### config.mk
export PLATFORM = sky130hd
export DESIGN_NAME = fixed_div_unit_flat
export DESIGN_NICKNAME = d
export VERILOG_FILES = /design/src/rtl/fixed_div_if.sv /design/src/rtl/fixed_div_unit.sv /design/src/flat_wrapper.sv
export SDC_FILE = /design/constraint.sdc
export NUM_CORES = 1
export LEC_CHECK = 0
export ABC_AREA = 1
export CAP_MARGIN = 15
export CORE_ASPECT_RATIO = 1.1
export CORE_MARGIN = 5
export CORE_UTILIZATION = 45
export DETAILED_ROUTE_END_ITERATION = 10
export GPL_TIMING_DRIVEN = 0
export PLACE_DENSITY_LB_ADDON = 0.25
export SLEW_MARGIN = 10
export SYNTH_ARGS = -nofsm -noshare
export SYNTH_HDL_FRONTEND = slang
export SYNTH_SLANG_ARGS = --single-unit
### constraint.sdc
create_clock -name clk -period 4.6 [get_ports clk]
set_input_delay 0.46 -clock clk [delete_from_list [all_inputs] [get_ports clk]]
set_output_delay 0.46 -clock clk [all_outputs]
set_load 0.005 [all_outputs]
### src/rtl/fixed_div_if.sv
// Handshake and operand/result bundle for the sequential fixed-point divider.
// The master side launches operations and the slave side is the divider.
interface fixed_div_if #(
  parameter int DW = 16,
  parameter int VW = 8,
  parameter int QW = 24
);
  logic          start;
  logic          round;
  logic [DW-1:0] dividend;
  logic [VW-1:0] divisor;
  logic [QW-1:0] quotient;
  logic [VW-1:0] remainder;
  logic          div_zero;
  logic          busy;
  logic          ack;

  modport master (
    output start, round, dividend, divisor,
    input  quotient, remainder, div_zero, busy, ack
  );

  modport slave (
    input  start, round, dividend, divisor,
    output quotient, remainder, div_zero, busy, ack
  );
endinterface

### src/rtl/fixed_div_unit.sv
// Sequential restoring divider: quotient = floor(dividend * 2^(QW-DW) / divisor),
// optional half-LSB rounding with saturation, fixed latency of QW+1 cycles.
module fixed_div_unit #(
  parameter int DW = 16,
  parameter int VW = 8,
  parameter int QW = 24
) (
  input logic        clk,
  input logic        rst_n,
  fixed_div_if.slave bus
);
  localparam int FB = QW - DW;
  localparam int CW = $clog2(QW + 1);

  typedef enum logic [1:0] {IDLE, RUN, RND, DONE} state_t;

  state_t        state;
  logic [QW-1:0] num_q;   // numerator bits shift out the top, quotient bits shift in
  logic [VW-1:0] rem_q;
  logic [VW-1:0] dvs_q;
  logic          rnd_q;
  logic [CW-1:0] cnt_q;

  logic [VW:0]   trial;
  logic [VW:0]   diff;
  logic          ge;
  logic [VW-1:0] rem_nxt;

  function automatic logic [QW-1:0] round_sat(input logic [QW-1:0] q,
                                              input logic [VW-1:0] r,
                                              input logic [VW-1:0] d,
                                              input logic          en);
    logic [VW:0] twice;
    twice = {r, 1'b0};
    if (en && (twice >= {1'b0, d}) && (q != '1))
      return q + QW'(1);
    return q;
  endfunction

  assign trial   = {rem_q, num_q[QW-1]};
  assign diff    = trial - {1'b0, dvs_q};
  assign ge      = (trial >= {1'b0, dvs_q});
  assign rem_nxt = ge ? diff[VW-1:0] : trial[VW-1:0];

  always_ff @(posedge clk or negedge rst_n) begin
    if (!rst_n) begin
      state         <= IDLE;
      num_q         <= '0;
      rem_q         <= '0;
      dvs_q         <= '0;
      rnd_q         <= 1'b0;
      cnt_q         <= '0;
      bus.quotient  <= '0;
      bus.remainder <= '0;
      bus.div_zero  <= 1'b0;
      bus.busy      <= 1'b0;
      bus.ack       <= 1'b0;
    end else begin
      case (state)
        IDLE, DONE: begin
          if (bus.start) begin
            num_q    <= QW'(bus.dividend) << FB;
            rem_q    <= '0;
            dvs_q    <= bus.divisor;
            rnd_q    <= bus.round;
            cnt_q    <= CW'(QW);
            bus.ack  <= 1'b0;
            bus.busy <= 1'b1;
            state    <= RUN;
          end
        end
        // One restoring step per cycle, MSB of the numerator first
        RUN: begin
          num_q <= {num_q[QW-2:0], ge};
          rem_q <= rem_nxt;
          cnt_q <= cnt_q - CW'(1);
          if (cnt_q == CW'(1))
            state <= RND;
        end
        RND: begin
          if (dvs_q == '0) begin
            bus.quotient  <= '1;
            bus.remainder <= '0;
            bus.div_zero  <= 1'b1;
          end else begin
            bus.quotient  <= round_sat(num_q, rem_q, dvs_q, rnd_q);
            bus.remainder <= rem_q;
            bus.div_zero  <= 1'b0;
          end
          bus.ack  <= 1'b1;
          bus.busy <= 1'b0;
          state    <= DONE;
        end
        default: state <= IDLE;
      endcase
    end
  end
endmodule

### src/flat_wrapper.sv
// flat-port wrapper written by rule: the top's interface ports become plain ports
module fixed_div_unit_flat 
#(
  parameter int DW = 16,
  parameter int VW = 8,
  parameter int QW = 24
)
  (clk, rst_n, bus_start, bus_round, bus_dividend, bus_divisor, bus_quotient, bus_remainder, bus_div_zero, bus_busy, bus_ack);
  fixed_div_if #(.DW(DW), .VW(VW), .QW(QW)) bus_i ();
  input logic clk;
  input logic rst_n;
  input wire logic [$bits(bus_i.start)-1:0] bus_start;
  input wire logic [$bits(bus_i.round)-1:0] bus_round;
  input wire logic [$bits(bus_i.dividend)-1:0] bus_dividend;
  input wire logic [$bits(bus_i.divisor)-1:0] bus_divisor;
  output wire logic [$bits(bus_i.quotient)-1:0] bus_quotient;
  output wire logic [$bits(bus_i.remainder)-1:0] bus_remainder;
  output wire logic [$bits(bus_i.div_zero)-1:0] bus_div_zero;
  output wire logic [$bits(bus_i.busy)-1:0] bus_busy;
  output wire logic [$bits(bus_i.ack)-1:0] bus_ack;
  assign bus_i.start = bus_start;
  assign bus_i.round = bus_round;
  assign bus_i.dividend = bus_dividend;
  assign bus_i.divisor = bus_divisor;
  assign bus_quotient = bus_i.quotient;
  assign bus_remainder = bus_i.remainder;
  assign bus_div_zero = bus_i.div_zero;
  assign bus_busy = bus_i.busy;
  assign bus_ack = bus_i.ack;
  fixed_div_unit #(.DW(DW), .VW(VW), .QW(QW)) u_core (.clk(clk), .rst_n(rst_n), .bus(bus_i));
endmodule
# After elaboration in Yosys (flattened, before gate mapping)
# Index checks and enable logic that the tools add are counted.
dict set report word_totals {
  ff_bits 83
  mem_bits_ro 0
  word_cells 56
  n_memories 0
  output_inout_bits 35
  latch_bits 0
  in_bits 28
  ramBits 0
}
dict set report classes {
  n_addsub 3
  bitwise 0
  n_mul 0
  shift 0
  n_eq_ne 7
  n_mux 22
  reduce_logical 11
  order_cmp 2
  div_mod_pow 0
}
# cell n
set ops {}
lappend ops {{24-bit two-way mux} 4}
lappend ops {{24-bit one-hot mux with 2 select lines} 1}
lappend ops {{24-bit by 1-bit adder with 24-bit output, second input constant} 1}
lappend ops {{8-bit two-way mux} 3}
lappend ops {{24-bit inequality test, second input constant} 1}
lappend ops {{9-bit by 8-bit >= comparator with 1-bit output} 2}
lappend ops {{8-bit one-hot mux with 2 select lines} 1}
lappend ops {{5-bit one-hot mux with 2 select lines} 1}
lappend ops {{8-bit logical NOT} 1}
lappend ops {{2-bit AND reduction} 4}
lappend ops {{8-bit subtractor} 1}
lappend ops {{1-bit two-way mux} 6}
lappend ops {{2-bit one-hot mux with 3 select lines} 1}
lappend ops {{5-bit by 1-bit == test with 1-bit output, second input constant} 1}
lappend ops {{5-bit two-way mux} 1}
lappend ops {{5-bit by 1-bit subtractor with 5-bit output, second input constant} 1}
lappend ops {{2-bit == test, second input constant} 2}
lappend ops {{2-bit two-way mux} 2}
lappend ops {{1-bit one-hot mux with 2 select lines} 2}
lappend ops {{2-bit nonzero test} 2}
lappend ops {{2-bit by 1-bit == test with 1-bit output, second input constant} 1}
lappend ops {{1-bit logical AND} 2}
lappend ops {{2-bit logical NOT} 1}
lappend ops {{2-bit by 1-bit inequality test with 1-bit output, second input constant} 1}
lappend ops {{other kinds (2)} 2}

# Depth between registers and ports, before layout
dict set report logic_depth {
  word_depth 8
  depth_mapped 15
  mapped_depth_nobuf 14
}

# Least setup slack after synthesis
# OpenSTA, ideal clock, no wires.
dict set report synth_timing {
  path_kind {register -> register}
  from {reg u_core.num_q[23]}
  to {reg u_core.rem_q[6]}
  period_less_slack_ns 1.862
  path_slack_ns 2.738
  setup_ns 0.119
  required_time_ns 4.481
  stages_incl_launch_ff 11
  path_buffers 0
  arrival_time_ns 1.743
  path_cell_list {dfrtp_1 > inv_1 > ha_1 > fa_1 > o21ai_0 > nand2_1 > nand3_1 > xnor2_1 > nand2_1 > nand3_1 > nand2_1}
}
dict set report synth_between {
  elab_chain_len 3
  word_cells_on_any_way 4
  cone_classes {add/sub: 1; order compare: 1; mux: 2}
}
# element line_no
set synth_rtl {}
lappend synth_rtl {{start, declared} fixed_div_unit.sv:18} ;# logic [QW-1:0] num_q;
lappend synth_rtl {{start signal, assigned} fixed_div_unit.sv:62} ;# num_q <= QW'(bus.dividend) << FB;
lappend synth_rtl {{start signal, assigned} fixed_div_unit.sv:74} ;# num_q <= {num_q[QW-2:0], ge};
lappend synth_rtl {{8-bit subtractor / 9-bit by 8-bit >= comparator with 1-bit output (equally long branches)} {fixed_div_unit.sv:41, fixed_div_unit.sv:42}}
lappend synth_rtl {{8-bit two-way mux (*)} fixed_div_unit.sv:43} ;# assign rem_nxt = ge ? diff[VW-1:0] : trial[VW-1:0];
lappend synth_rtl {{8-bit one-hot mux with 2 select lines (*)} fixed_div_unit.sv:59} ;# case (state)
lappend synth_rtl {{end signal, assigned} fixed_div_unit.sv:75} ;# rem_q <= rem_nxt;
lappend synth_rtl {{end, declared} fixed_div_unit.sv:19} ;# logic [VW-1:0] rem_q;
# Mark *: on every way between the ends. The rest lies on a longest branch, timed or not.
# A chain may end at the register's enable or synchronous reset.

# Worst setup path in the final report
dict set report layout_timing {
  from {reg u_core.num_q[0]}
  to {reg u_core.bus.quotient[11]}
}
dict set report layout_between {
  elab_chain_len 7
  word_cells_on_any_way 9
  cone_classes {add/sub: 1; eq/ne: 1; mux: 6; reduce/logical: 1}
}
# element line_no
set layout_rtl {}
lappend layout_rtl {{parallel branches: the longest is 5 deep, another holds 24-bit by 1-bit adder with 24-bit output} -}
lappend layout_rtl {{24-bit two-way mux (*)} fixed_div_unit.sv:37} ;# return q;
lappend layout_rtl {{24-bit two-way mux (*)} fixed_div_unit.sv:81} ;# if (dvs_q == '0) begin
lappend layout_rtl {{end signal, assigned} fixed_div_unit.sv:86} ;# bus.quotient <= round_sat(num_q, rem_q, dvs_q, rnd_q);
lappend layout_rtl {{end, declared} fixed_div_if.sv:25} ;# output quotient, remainder, div_zero, busy, ack
# Mark *: on every way between the ends. The select of a mux whose other input is x is not followed.

==> metrics <==
core area=roughly 10000 um2; Tot Pwr=~4.6 mW; Max-cap violations=0; drt pass-1 iters=4; post-synthesis sequential area ratio=0.426; post-place instance area=5700 um2; Crit Path Max Fanout=10; TNS Setup=0 ns; worst min path class=in -> async; CTS resizes=0; reg-to-reg startpoint=u_core.num_q[0]; Port Buf Inserts=62; Startpoint Class=register; Clk pin slew, worst setup/hold paths=about 0.060 ns; antenna cells=0; Final period util=0.488; total track usage=0.212; Tmin final=2.25 ns; headroom to the max-slew limit=0.596; crit path from=u_core.num_q[0]; TritonCTS Buffers=9; Congestion Overflow GR=0; post-route ant nets=0; Wirelength per Cell=14.3 um; critical path class=reg -> reg; Gate Count Post-Synth=669; Synthesized Nets=712; nets@finish=~790; postcts setup bufs=0; FF-to-FF setup slack=2.35 ns; leakage=2.83 nW; post-route cell area=~6000 um2; DRT iter0 DRCs=between 150 and 200; Syn Area/Cell=7.29 um2; chip width=109 um; hpwl dp=9900 um; status=complete, no violations; Fin. Hold Viols=0; RSZ-0062 raised after global routing=no; share of cells above drive strength 1=0.0628; Layout area overhead=23.0%; gpl congestion=about 0.94; H-tree depth=3; Hold-fix buffers, CTS=0; global-route wire length before repair=22000 um; Initial Util=0.465; Critical Path RT=4.83 ns; Worst Skew=0.0101 ns; R2R Path End=u_core.bus.quotient[11]; Critical Path Sink Type=register; Final Max Tran Viols=0; worst-case clock buffer depth=2; final hold slack=0.0155 ns; IO Pins=63; clk sinks=83; largest net degree at the start of global routing=59; CTS root buffer=clkbuf_16; Yosys Warn Count=0; Fmax=445 MHz; pwr dens=761 nW/um2; Skew-Pair Late Insertion Delay=approximately 0.35 ns; initial antenna violation count=0; routed vias=roughly 4500; CTS tree=yes; number of global-route vias before repair=4571; Worst Path Arrival=2.48 ns; register bit total from synthesis=between 80 and 90; num rows=39; DRC viols=0; Vias/cell=5.04; final WL=approximately 13000 um; Final setup viols=0; overall die area=~13000 um2; Die H=roughly 120 um; dpl cells=875; IR drop worst, VDD=0.000333 V; cell area after synthesis=4880 um2; Least-Margin Pin Slew=0.602 ns; Worst Reg-to-Reg Cells=13; Layout Cells excl Fill=891; synth unique cells=33
state kept, by name, summed over array words and instances (netlist names):
register              cells
u_core.bus.remainder      8
u_core.bus.div_zero       1
u_core.rnd_q              1
u_core.bus.ack            1
u_core.cnt_q              5
u_core.dvs_q              8
u_core.bus.quotient      24
u_core.state              2
u_core.num_q             24
u_core.rem_q              8
u_core.bus.busy           1
layout by cell type (no fill, tap or decap), types with 2 or more instances in the layout:
master and instances:
clkbuf_1 12, o21ai_0 43, nor2_1 39, ha_1 14, nor2_4 3, inv_2 3
clkdlybuf4s50_1 61, nand3_1 53, or2_2 5, buf_6 4, nand3_2 2, clkbuf_16 9
xnor2_1 4, nor3_1 4, a21oi_1 6, o211ai_1 16, nand2_2 5, inv_1 67
o21ai_1 4, o22ai_1 9, dfrtp_1 83, nand2_1 254, xor2_1 16, buf_2 4
clkinv_1 4, clkbuf_8 3, nand4_1 6, clkinv_4 2
layout make-up:
class / instances / area, um2
Fill cell: 963 / 4490
Multi-Input combinational cell: 491 / 2410
Sequential cell: 83 / 2080
Timing Repair Buffer: 63 / 646
Inverter: 74 / 278
Clock buffer: 12 / 267
Tap cell: 143 / 179
Buffer: 21 / 114
Clock inverter: 4 / 31.3
metrics by stage:
| step | utilization | setup WS (ns) |
|---|---|---|
| global placement | 0.541 | 0.177 |
| CTS | 0.572 | 2.36 |
| global route | 0.572 | 2.18 |
| finish | 0.572 | 2.35 |
| detailed placement | 0.544 | 2.38 |
| floorplan | - | 2.74 |
power by group:
part           total (mW)  internal [mW]  leakage, nW  switching [mW]
clock network       0.718          0.413        0.149           0.305
registers            1.35           1.07         1.04           0.280
logic                2.49          0.993         1.64            1.50
total                4.56           2.48         2.83            2.09
metal layers:
layer  global-route usage  vias up  routed length (um)
li1                     -     2271                   -
met1                0.277     2092                5730
met2                0.352      104                6160
met3               0.0406       20                 607
met4               0.0686        0                 272
met5                    0        -                   0
critical path, cell delays in order, from the launching register on:
cell and delay [ns]:
dfrtp_1 0.50, ha_1 0.38, nand3_2 0.18, inv_2 0.12, nand2_2 0.08, nor2_4 0.14, nand2_2 0.13, inv_2 0.10
nor2_4 0.06, buf_6 0.14, nand2_1 0.06, nand3_1 0.09, nand2_1 0.09, nand2_1 0.05
synthesized netlist by cell type:
cell type / instances / area, um2
nand3b_1: 1 / 7.51
nand3_1: 53 / 265
fa_1: 1 / 20.0
or2_0: 1 / 6.26
nor2_1: 39 / 146
buf_6: 4 / 45.0
nand3_4: 1 / 17.5
nand2_2: 5 / 31.3
o211ai_1: 16 / 120
and2_1: 1 / 6.26
nor4_1: 1 / 6.26
a21oi_2: 1 / 8.76
xnor2_1: 4 / 35.0
o21ai_1: 4 / 20.0
o21ai_0: 43 / 215
a21oi_1: 6 / 30.0
clkinv_1: 4 / 15.0
nor2_2: 1 / 6.26
nand2_1: 254 / 953
buf_2: 4 / 20.0
inv_1: 67 / 251
nand3_2: 2 / 20.0
o22ai_1: 9 / 56.3
nor2_4: 3 / 33.8
buf_1: 1 / 3.75
inv_2: 3 / 11.3
nor3_1: 4 / 20.0
xor2_1: 16 / 140
dfrtp_1: 83 / 2080
ha_1: 14 / 175
clkbuf_1: 12 / 45.0
nand4_1: 6 / 37.5
or2_2: 5 / 31.3
worst max-delay path by stage:
stage                                          to  slack (ns)  cells past startpoint
after CTS                 u_core.bus.quotient[17]        2.36                     13
after global placement            u_core.cnt_q[2]        0.18                      1
after detailed placement  u_core.bus.quotient[17]        2.38                     13
final                     u_core.bus.quotient[11]        2.35                     13
after floorplan                   u_core.rem_q[6]        2.74                     10
after global routing      u_core.bus.quotient[17]        2.18                     13
cell families after synthesis:
| group | after synthesis | synth area share |
|---|---|---|
| buf+inv | 95 | 0.0803 |
| xor+xnor | 20 | 0.0359 |
| flops | 83 | 0.426 |
| fa+ha+maj | 15 | 0.0400 |
| simple gates | 377 | 0.326 |
| compound gates | 79 | 0.0923 |
Power figures use the tool's default switching activity.
